## src/rtl/mem_stage.sv

```systemverilog
// mem_stage: consumer end of the EX/MEM interface.
// Issues the data-memory load/store on a variable-latency req/ack port,
// stalls upstream while an access is outstanding, aborts after
// TIMEOUT_CYCLES wait cycles and produces the registered MEM/WB bundle.
// Optional feature macro: MEM_ALIGN_CHECK_EN (rejects misaligned memops).
module mem_stage #(
   parameter int TIMEOUT_CYCLES = 255
) (
   input  logic        clk,
   input  logic        reset,
   input  logic [74:0] ex_mem_bundle,
   input  logic        ex_mem_valid,
   output logic        stall,
   output logic        dmem_req,
   output logic        dmem_we,
   output logic [31:0] dmem_addr,
   output logic [31:0] dmem_wdata,
   input  logic        dmem_ack,
   input  logic [31:0] dmem_rdata,
   output logic [70:0] mem_wb_bundle,
   output logic        mem_wb_valid,
   output logic        mem_err
);

   typedef enum logic [0:0] {
      ST_IDLE = 1'b0,
      ST_WAIT = 1'b1
   } state_e;

   // Last counter value before an outstanding access is abandoned.
   localparam logic [15:0] TIMEOUT_LAST = 16'(TIMEOUT_CYCLES - 1);

   // EX/MEM field decode
   logic        mem_read_s;
   logic        mem_write_s;
   logic        reg_write_s;
   logic        mem_to_reg_s;
   logic [31:0] alu_result_s;
   logic [31:0] store_data_s;
   logic [4:0]  reg_dest_s;
   logic        unused_bits_s;

   assign mem_read_s    = ex_mem_bundle[73];
   assign mem_write_s   = ex_mem_bundle[72];
   assign reg_write_s   = ex_mem_bundle[71];
   assign mem_to_reg_s  = ex_mem_bundle[70];
   assign alu_result_s  = ex_mem_bundle[69:38];
   assign store_data_s  = ex_mem_bundle[36:5];
   assign reg_dest_s    = ex_mem_bundle[4:0];
   // branch and zero flags have no meaning in this stage
   assign unused_bits_s = ex_mem_bundle[74] ^ ex_mem_bundle[37];

   logic memop_s;
   logic illegal_s;
   logic misalign_s;
   logic timeout_hit_s;
   logic stall_s;

   assign memop_s   = ex_mem_valid & (mem_read_s ^ mem_write_s);
   assign illegal_s = ex_mem_valid & mem_read_s & mem_write_s;

`ifdef MEM_ALIGN_CHECK_EN
   assign misalign_s = (alu_result_s[1:0] != 2'b00);
`else
   assign misalign_s = 1'b0;
`endif

   // State and registered outputs
   state_e      state_q,     state_d;
   logic [15:0] cnt_q,       cnt_d;
   logic        req_q,       req_d;
   logic        we_q,        we_d;
   logic [31:0] addr_q,      addr_d;
   logic [31:0] wdata_q,     wdata_d;
   logic        hold_rw_q,   hold_rw_d;
   logic        hold_m2r_q,  hold_m2r_d;
   logic [31:0] hold_alu_q,  hold_alu_d;
   logic [4:0]  hold_dest_q, hold_dest_d;
   logic [70:0] wb_bundle_q, wb_bundle_d;
   logic        wb_valid_q,  wb_valid_d;
   logic        err_q,       err_d;

   assign timeout_hit_s = (state_q == ST_WAIT) & (cnt_q == TIMEOUT_LAST) & ~dmem_ack;

   // Next-state, memory request and MEM/WB bundle generation
   always_comb begin
      state_d     = state_q;
      cnt_d       = cnt_q;
      req_d       = req_q;
      we_d        = we_q;
      addr_d      = addr_q;
      wdata_d     = wdata_q;
      hold_rw_d   = hold_rw_q;
      hold_m2r_d  = hold_m2r_q;
      hold_alu_d  = hold_alu_q;
      hold_dest_d = hold_dest_q;
      wb_bundle_d = 71'd0;
      wb_valid_d  = 1'b0;
      err_d       = 1'b0;
      stall_s     = 1'b0;
      case (state_q)
         ST_IDLE: begin
            if (!ex_mem_valid) begin
               wb_bundle_d = 71'd0;
            end else if (illegal_s || (memop_s && misalign_s)) begin
               // rejected op: retire it without a register write
               err_d       = 1'b1;
               wb_valid_d  = 1'b1;
               wb_bundle_d = {1'b0, mem_to_reg_s, 32'd0, alu_result_s, reg_dest_s};
            end else if (memop_s) begin
               stall_s     = 1'b1;
               hold_rw_d   = reg_write_s;
               hold_m2r_d  = mem_to_reg_s;
               hold_alu_d  = alu_result_s;
               hold_dest_d = reg_dest_s;
               req_d       = 1'b1;
               we_d        = mem_write_s;
               addr_d      = {alu_result_s[31:2], 2'b00};
               wdata_d     = store_data_s;
               cnt_d       = 16'd0;
               state_d     = ST_WAIT;
            end else begin
               wb_valid_d  = 1'b1;
               wb_bundle_d = {reg_write_s, mem_to_reg_s, 32'd0, alu_result_s, reg_dest_s};
            end
         end
         ST_WAIT: begin
            cnt_d = cnt_q + 16'd1;
            if (dmem_ack) begin
               // ack wins over a coincident timeout
               req_d       = 1'b0;
               state_d     = ST_IDLE;
               wb_valid_d  = 1'b1;
               wb_bundle_d = {hold_rw_q, hold_m2r_q, (we_q ? 32'd0 : dmem_rdata),
                              hold_alu_q, hold_dest_q};
            end else if (timeout_hit_s) begin
               req_d       = 1'b0;
               state_d     = ST_IDLE;
               err_d       = 1'b1;
               wb_valid_d  = 1'b1;
               wb_bundle_d = {1'b0, hold_m2r_q, 32'd0, hold_alu_q, hold_dest_q};
            end else begin
               stall_s = 1'b1;
            end
         end
         default: begin
            state_d = ST_IDLE;
            req_d   = 1'b0;
         end
      endcase
   end

   // State and output registers with synchronous reset
   always_ff @(posedge clk) begin
      if (reset) begin
         state_q     <= ST_IDLE;
         cnt_q       <= 16'd0;
         req_q       <= 1'b0;
         we_q        <= 1'b0;
         addr_q      <= 32'd0;
         wdata_q     <= 32'd0;
         hold_rw_q   <= 1'b0;
         hold_m2r_q  <= 1'b0;
         hold_alu_q  <= 32'd0;
         hold_dest_q <= 5'd0;
         wb_bundle_q <= 71'd0;
         wb_valid_q  <= 1'b0;
         err_q       <= 1'b0;
      end else begin
         state_q     <= state_d;
         cnt_q       <= cnt_d;
         req_q       <= req_d;
         we_q        <= we_d;
         addr_q      <= addr_d;
         wdata_q     <= wdata_d;
         hold_rw_q   <= hold_rw_d;
         hold_m2r_q  <= hold_m2r_d;
         hold_alu_q  <= hold_alu_d;
         hold_dest_q <= hold_dest_d;
         wb_bundle_q <= wb_bundle_d;
         wb_valid_q  <= wb_valid_d;
         err_q       <= err_d;
      end
   end

   assign stall         = stall_s;
   assign dmem_req      = req_q;
   assign dmem_we       = we_q;
   assign dmem_addr     = addr_q;
   assign dmem_wdata    = wdata_q;
   assign mem_wb_bundle = wb_bundle_q;
   assign mem_wb_valid  = wb_valid_q;
   assign mem_err       = err_q;

endmodule

```

## config.mk

```make
export PLATFORM = sky130hd
export DESIGN_NAME = mem_stage
export DESIGN_NICKNAME = d
export VERILOG_FILES = /design/src/rtl/mem_stage.sv
export SDC_FILE = /design/constraint.sdc
export NUM_CORES = 1
export LEC_CHECK = 0
export CAP_MARGIN = 40
export CELL_PAD_IN_SITES_DETAIL_PLACEMENT = 0
export CELL_PAD_IN_SITES_GLOBAL_PLACEMENT = 1
export CORE_UTILIZATION = 30
export DETAILED_ROUTE_END_ITERATION = 8
export PLACE_DENSITY_LB_ADDON = 0.1
export SLEW_MARGIN = 20
export SYNTH_ARGS = -nofsm -noshare
export SYNTH_HDL_FRONTEND = slang
export SYNTH_SLANG_ARGS = --single-unit
```

## constraint.sdc

```tcl
create_clock -name clk -period 2.2 [get_ports clk]
set_input_delay 0.44 -clock clk [delete_from_list [all_inputs] [get_ports clk]]
set_output_delay 0.44 -clock clk [all_outputs]
set_load 0.02 [all_outputs]
```

==> results of run 1 <==
-- worst paths after layout --
check	to	start
setup reg to reg	mem_wb_bundle[33]$_SDFF_PP0_	cnt_q[15]$_SDFFE_PP0P_
setup / recovery	stall	cnt_q[15]$_SDFFE_PP0P_
hold / removal	cnt_q[10]$_SDFFE_PP0P_	reset
hold reg to reg	dmem_wdata[13]$_SDFFE_PP0P_	dmem_wdata[13]$_SDFFE_PP0P_
-- final cells by class --
cell class | count | area, um^2 | area share
well taps | 234 | 292.8 | 0.03150
clock buffers | 18 | 439.2 | 0.04725
inverters | 3 | 11.26 | 0.001212
flip-flops and latches | 163 | 3264 | 0.3512
repair buffers | 293 | 2985 | 0.3212
clock inverters | 14 | 192.7 | 0.02073
multi-input cells | 386 | 2108 | 0.2268
-- stage by stage --
stage               hold slack, ns  power, uW  instances  instance area, um^2
finish                      0.3302       7249       1111                 9294
global placement            0.4411       4133       1068                 8473
global route                0.3299       7542       1111                 9294
CTS                         0.3192       7327       1100                 9111
detailed placement          0.4480       4150       1068                 8473
floorplan                   0.4360       3636        626                 5781
-- cells in the mapped netlist, types with 2 or more instances --
| master | instances |
|---|---|
| nor2_1 | 12 |
| or2_2 | 2 |
| nand2b_1 | 5 |
| inv_1 | 3 |
| a21oi_1 | 81 |
| xnor2_1 | 4 |
| buf_6 | 3 |
| a311oi_1 | 2 |
| dfxtp_1 | 163 |
| buf_2 | 2 |
| clkbuf_1 | 33 |
| nand3_1 | 8 |
| and4_1 | 4 |
| nand2_1 | 152 |
| buf_4 | 32 |
| mux2_2 | 4 |
| and2_1 | 34 |
| o311ai_0 | 2 |
| o211ai_1 | 2 |
| nor4_1 | 2 |
| a22o_1 | 38 |
| or3_1 | 2 |
| ha_1 | 2 |
| or4_1 | 4 |
| nor3_1 | 5 |
| xor2_1 | 2 |
| buf_1 | 4 |
| and3_1 | 2 |
| nand4_1 | 4 |
-- what timing repair did --
action | 4_1_cts | 5_1_grt
gates cloned | 0 | 7
setup buffers | 0 | 4
setup endpoints to repair | 1 | 28
pin swaps | 3 | 3
resized for setup | 9 | 5
hold buffers | 0 | 0
-- registers in the layout, indices dropped and copies added, names as in the netlist --
name and flops:
hold_dest_q 5, dmem_we 1, dmem_req 1, cnt_q 16, state_q 1, mem_wb_bundle 71
hold_rw_q 1, mem_err 1, hold_m2r_q 1, mem_wb_valid 1, hold_alu_q 32, dmem_wdata 32
-- report_power, final --
| group | switching [uW] | internal [uW] |
|---|---|---|
| clock | 1300 | 1860 |
| combinational | 466 | 497 |
| sequential | 60.6 | 3070 |
| total | 1820 | 5430 |
-- routing by layer --
layer  GRT usage  wire length (um)  share of wire
met1      0.1839              7195           0.41
met2      0.3126              9189           0.52
met3     0.05129              1019          0.058
met4     0.06178               188          0.011
met5           0                 0              0
-- kinds of logic after synthesis --
family	count (synthesis)	share of synthesized area
XOR/XNOR	6	0.009097
other	1	0.0006491
AND/OR/NAND/NOR	240	0.1902
flip-flops	163	0.5649
AO/OA/AOI/OAI	132	0.1479
multiplexers	4	0.007797
adder cells (fa/ha/maj)	2	0.004331
buffers and inverters	77	0.07516
-- worst max-delay path, cell delays in order, from the launching register on --
cell	delay, ns
dfxtp_2	0.32
or4_1	0.52
or4_4	0.45
nor2_4	0.12
nor3_1	0.06
buf_4	0.16
==> results.sh, run 1 <==
export IMPL_status="complete, but fails checks"
export IMPL_violations="setup timing"
export IMPL_cts_root_buf="clkbuf_16"
export IMPL_synth_seq_cells=163
export IMPL_cts_tree="yes"
export IMPL_first_pass_iters=4
export IMPL_setup_viol=39
export IMPL_async_flop_share=0
export IMPL_layout_drive_gt1_share=0.1072
export IMPL_crit_type="flip-flop to output port"
export IMPL_yosys_most_used_dff="dfxtp_1"
export IMPL_final_cell_mix="clkdlybuf4s50_1 (244), dfxtp_1 (162), nand2_1 (152)"
export IMPL_dpl_hpwl_um=11840
export IMPL_die_y_um=140.8
export IMPL_die_area_um2=19810
export IMPL_maxCapViolCount=0
export IMPL_core_region_area_um2=18770
export IMPL_yosys_cell_types_count=41
export IMPL_fin_ws_ns=-0.2927
export IMPL_synth_edf_count=0
export IMPL_ys_top_cells_by_area="dfxtp_1 (56%), nand2_1 (9.9%), a21oi_1 (7.0%)"
export IMPL_ios=251
export IMPL_finClkSkew_ns=0.009452
export IMPL_dp_slack_ns=-0.3528
export IMPL_r2r_slack_ns=-0.14
export IMPL_cp_start_kind="flip-flop"
export IMPL_start_util=0.3078
export IMPL_min_path_type="input pin to flip-flop"
export IMPL_via_per_inst=4.583
export IMPL_grt_max_degree=44
export IMPL_hold_viol_final=0
export IMPL_drt_first_iter_violations=215
export IMPL_antennaDiodeCount=0
export IMPL_netlist_instances=625
export IMPL_cts_max_level=4
export IMPL_grt_pass1_wl_um=26120
export IMPL_leakagePower_uw=0.003466
export IMPL_critical_path_arrival_ns=2.05
export IMPL_rows=50
export IMPL_layout_min_cycle_time_ns=2.493
export IMPL_hold_path_depth=2
export IMPL_yosys_area_top_type_share=0.5649
export IMPL_cts_made_buffers=17
export IMPL_period_share=1.133
export IMPL_die_x_um=140.8
export IMPL_drv_slew=0
export IMPL_grt_pass1_vias=4958
export IMPL_grt_usage=0.1703
export IMPL_yosysSeqAreaShare=0.5649
export IMPL_crit_required_ns=1.76
export IMPL_place_gp_congestion=0.7769
export IMPL_endpoint_kind="output port"
export IMPL_fmax_ghz=0.4012
export IMPL_antenna_found_initial=0
export IMPL_vdd_ir_drop_max_uv=543.2
export IMPL_cp_max_fo=3
export IMPL_num_vias=5092
export IMPL_grt_overflow_total=0
export IMPL_place_port_buffers=246
export IMPL_yosys_warnings=0
export IMPL_p_per_area_nw_per_um2=780.0
export IMPL_clock_latency_ns=0.43
export IMPL_syn_avg_cell_area_um2=9.243
export IMPL_rsz0062_at_grt="true"
export IMPL_fin_tns_setup_ns=-4.406
export IMPL_n_fill_cell=1790
export IMPL_fin_nets=977
export IMPL_wire_per_inst_um=15.83
export IMPL_r2r_cells=8
export IMPL_drc=0
export IMPL_cts_sinks=163
export IMPL_clkTransAtPathRegs_ns=0.07
export IMPL_layout_commonest_cell="clkdlybuf4s50_1"
export IMPL_synth_cell_area_um2=5777
export IMPL_syn_to_final_growth_pct=60.88
export IMPL_final_core_util=0.4952
export IMPL_final_antenna_net_count=0
export IMPL_post_synth_top_area_cell="dfxtp_1"
export IMPL_drt_wl_total_um=17590
export IMPL_clockBufferDepth=2
Note: power is estimated with default switching activity, not from simulation.
==> run 2: changes to the inputs <==
--- a/config.mk
+++ b/config.mk
@@ -11,7 +11,6 @@
 export CORE_UTILIZATION = 30
 export DETAILED_ROUTE_END_ITERATION = 8
 export PLACE_DENSITY_LB_ADDON = 0.1
-export SLEW_MARGIN = 20
 export SYNTH_ARGS = -nofsm -noshare
 export SYNTH_HDL_FRONTEND = slang
 export SYNTH_SLANG_ARGS = --single-unit
==> constraint.sdc (replaced) <==
create_clock -name clk -period 2.4 [get_ports clk]
set_input_delay 0.48 -clock clk [delete_from_list [all_inputs] [get_ports clk]]
set_output_delay 0.48 -clock clk [all_outputs]
set_load 0.02 [all_outputs]
==> run 2 against run 1 <==
  * The run still ends with setup timing left
  * Final area fell by 2.6%
  * Worst hold slack improved by 0.075 ns
  * Global-route usage fell by 0.33 points
  * Clock skew fell by 0.0011 ns
  * Final cell count fell by 1.3%
  * Sequential cell count did not move
  * Core utilization fell by 1.3 points
  * First-iteration DRC count fell by 7.9%
  * Setup slack improved by 0.17 ns
  * Non-clock buffer count fell by 14
  * Die area did not move
  * Critical endpoint unchanged
  * Highest routed layer unchanged
==> results.sh, run 2 (synthesized netlist as in run 1, its figures left out) <==
export IMPL_status="complete, but fails checks"
export IMPL_violations="setup timing"
export IMPL_grt_max_degree=42
export IMPL_fin_ws_ns=-0.1186
export IMPL_wire_per_inst_um=15.03
export IMPL_period_share=1.049
export IMPL_finClkSkew_ns=0.008333
export IMPL_grt_pass1_vias=4914
export IMPL_final_antenna_net_count=0
export IMPL_clock_latency_ns=0.42
export IMPL_use_met3=0.04620
export IMPL_drt_first_iter_violations=198
export IMPL_cts_tree="yes"
export IMPL_layout_commonest_cell="clkdlybuf4s50_1"
export IMPL_grt_pass1_wl_um=25720
export IMPL_place_inst=1065
export IMPL_post_cts_buffers=0
export IMPL_maxCapViolCount=0
export IMPL_gr_usage_met2=0.2962
export IMPL_critPathLaunch="cnt_q[15]$_SDFFE_PP0P_"
export IMPL_layout_min_cycle_time_ns=2.519
export IMPL_die_area_um2=19810
export IMPL_start_util=0.3078
export IMPL_cp_start_kind="flip-flop"
export IMPL_cts_sinks=163
export IMPL_crit_required_ns=1.92
export IMPL_grt_overflow_total=0
export IMPL_grt_usage=0.1670
export IMPL_final_cell_mix="clkdlybuf4s50_1 (244), dfxtp_1 (161), nand2_1 (152)"
export IMPL_setup_viol=1
export IMPL_fin_area_um2=9054
export IMPL_clockBufferDepth=2
export IMPL_largest_reg_flops=71
export IMPL_drc=0
export IMPL_clkTransAtPathRegs_ns=0.06
export IMPL_antennaDiodeCount=0
export IMPL_r2r_end="mem_wb_bundle[1]$_SDFF_PP0_"
export IMPL_die_y_um=140.8
export IMPL_place_port_buffers=246
export IMPL_endpoint_kind="output port"
export IMPL_place_area_um2=8451
export IMPL_dpl_hpwl_um=11760
export IMPL_fmax_ghz=0.3970
export IMPL_grt_busiest_layer="met2"
export IMPL_cts_root_buf="clkbuf_16"
export IMPL_ios=251
export IMPL_p_per_area_nw_per_um2=709.6
export IMPL_syn_to_final_growth_pct=56.73
export IMPL_first_pass_iters=4
export IMPL_layout_cells_non_filler=1097
export IMPL_cts_made_buffers=17
export IMPL_cp_max_fo=3
export IMPL_cp_endpoint="stall"
export IMPL_rr_startpoint="cnt_q[15]$_SDFFE_PP0P_"
export IMPL_hold_viol_final=0
export IMPL_drt_wl_total_um=16490
export IMPL_core_region_area_um2=18770
export IMPL_layout_drive_gt1_share=0.09502
export IMPL_rows=50
export IMPL_via_per_inst=4.550
export IMPL_die_x_um=140.8
export IMPL_drv_slew=0
export IMPL_r2r_cells=6
export IMPL_r2r_slack_ns=0.19
export IMPL_vdd_ir_drop_max_uv=491.5
export IMPL_num_vias=4991
export IMPL_crit_type="flip-flop to output port"
export IMPL_leakagePower_uw=0.003338
export IMPL_rsz0062_at_grt="true"
export IMPL_fin_nets=963
export IMPL_critical_path_arrival_ns=2.04
export IMPL_postCtsHoldBufs=0
export IMPL_place_gp_congestion=0.7676
export IMPL_antenna_found_initial=0
export IMPL_grt_use_met1=0.1925
export IMPL_min_path_type="input pin to flip-flop"
export IMPL_cts_max_level=4
-- run 2: cell types whose count changed in the layout (fill, tap and decap cells not counted), sizes merged --
cell and change:
clkbuf -3, inv -1, buf -10, bufinv -2
clkinvlp +1, clkinv +1
-- run 2: where the power goes --
| group | switching [uW] | internal, uW | leakage, uW | total [uW] |
|---|---|---|---|---|
| clock network | 1180 | 1520 | 0.000281 | 2690 |
| logic | 418 | 444 | 0.00173 | 862 |
| registers | 54.4 | 2820 | 0.00133 | 2870 |
-- run 2: final cells by class --
| cell class | instances | area, um^2 |
|---|---|---|
| flip-flops and latches | 163 | 3266 |
| clock inverters | 13 | 138.9 |
| inverters | 3 | 11.26 |
| multi-input cells | 386 | 2112 |
| clock buffers | 19 | 452.9 |
| fillers | 1787 | 9714 |
| well taps | 234 | 292.8 |
| repair buffers | 279 | 2780 |
-- run 2: worst min path at each step --
stage                                            from                          end  slack [ns]  cells after the start
after floorplan            hold_alu_q[0]$_SDFFE_PP0P_   hold_alu_q[0]$_SDFFE_PP0P_        0.44                      2
after global placement    hold_dest_q[3]$_SDFFE_PP0P_  hold_dest_q[3]$_SDFFE_PP0P_        0.44                      2
after detailed placement  dmem_wdata[18]$_SDFFE_PP0P_  dmem_wdata[18]$_SDFFE_PP0P_        0.45                      2
after CTS                                       reset        cnt_q[9]$_SDFFE_PP0P_        0.40                      2
after global routing                            reset       cnt_q[15]$_SDFFE_PP0P_        0.41                      2
final                                           reset       cnt_q[15]$_SDFFE_PP0P_        0.41                      2
-- run 2: per-layer routing --
layer	vias up	wire length [um]
met2	130	8365
met3	18	952
li1	2519	-
met4	0	195
met1	2324	6974
met5	-	0
-- run 2: critical path, cell delays in order, from the launching register on --
cell and delay (ns):
dfxtp_2 0.32, or4_4 0.53, or4_4 0.45, nor2_4 0.11
nor3_1 0.06, buf_4 0.16
-- run 2: repair_timing --
item / in CTS / in global routing
setup endpoints to repair: 1 / 1
pin swaps: 1 / 0
resized for setup: 8 / 3
-- run 2: per-stage QoR --
stage                     setup TNS [ns]  setup slack, ns  utilization  power [uW]  hold WS, ns
after CTS                        -0.1536          -0.1536       0.4821        6510       0.3971
after detailed placement         -0.2164          -0.2164       0.4503        3805       0.4457
after global placement           -0.2504          -0.2504       0.4503        3793       0.4411
final                            -0.1186          -0.1186       0.4824        6424       0.4057
after floorplan                        0           0.3729            -        3333       0.4360
after global routing             -0.1604          -0.1604       0.4824        6699       0.4112
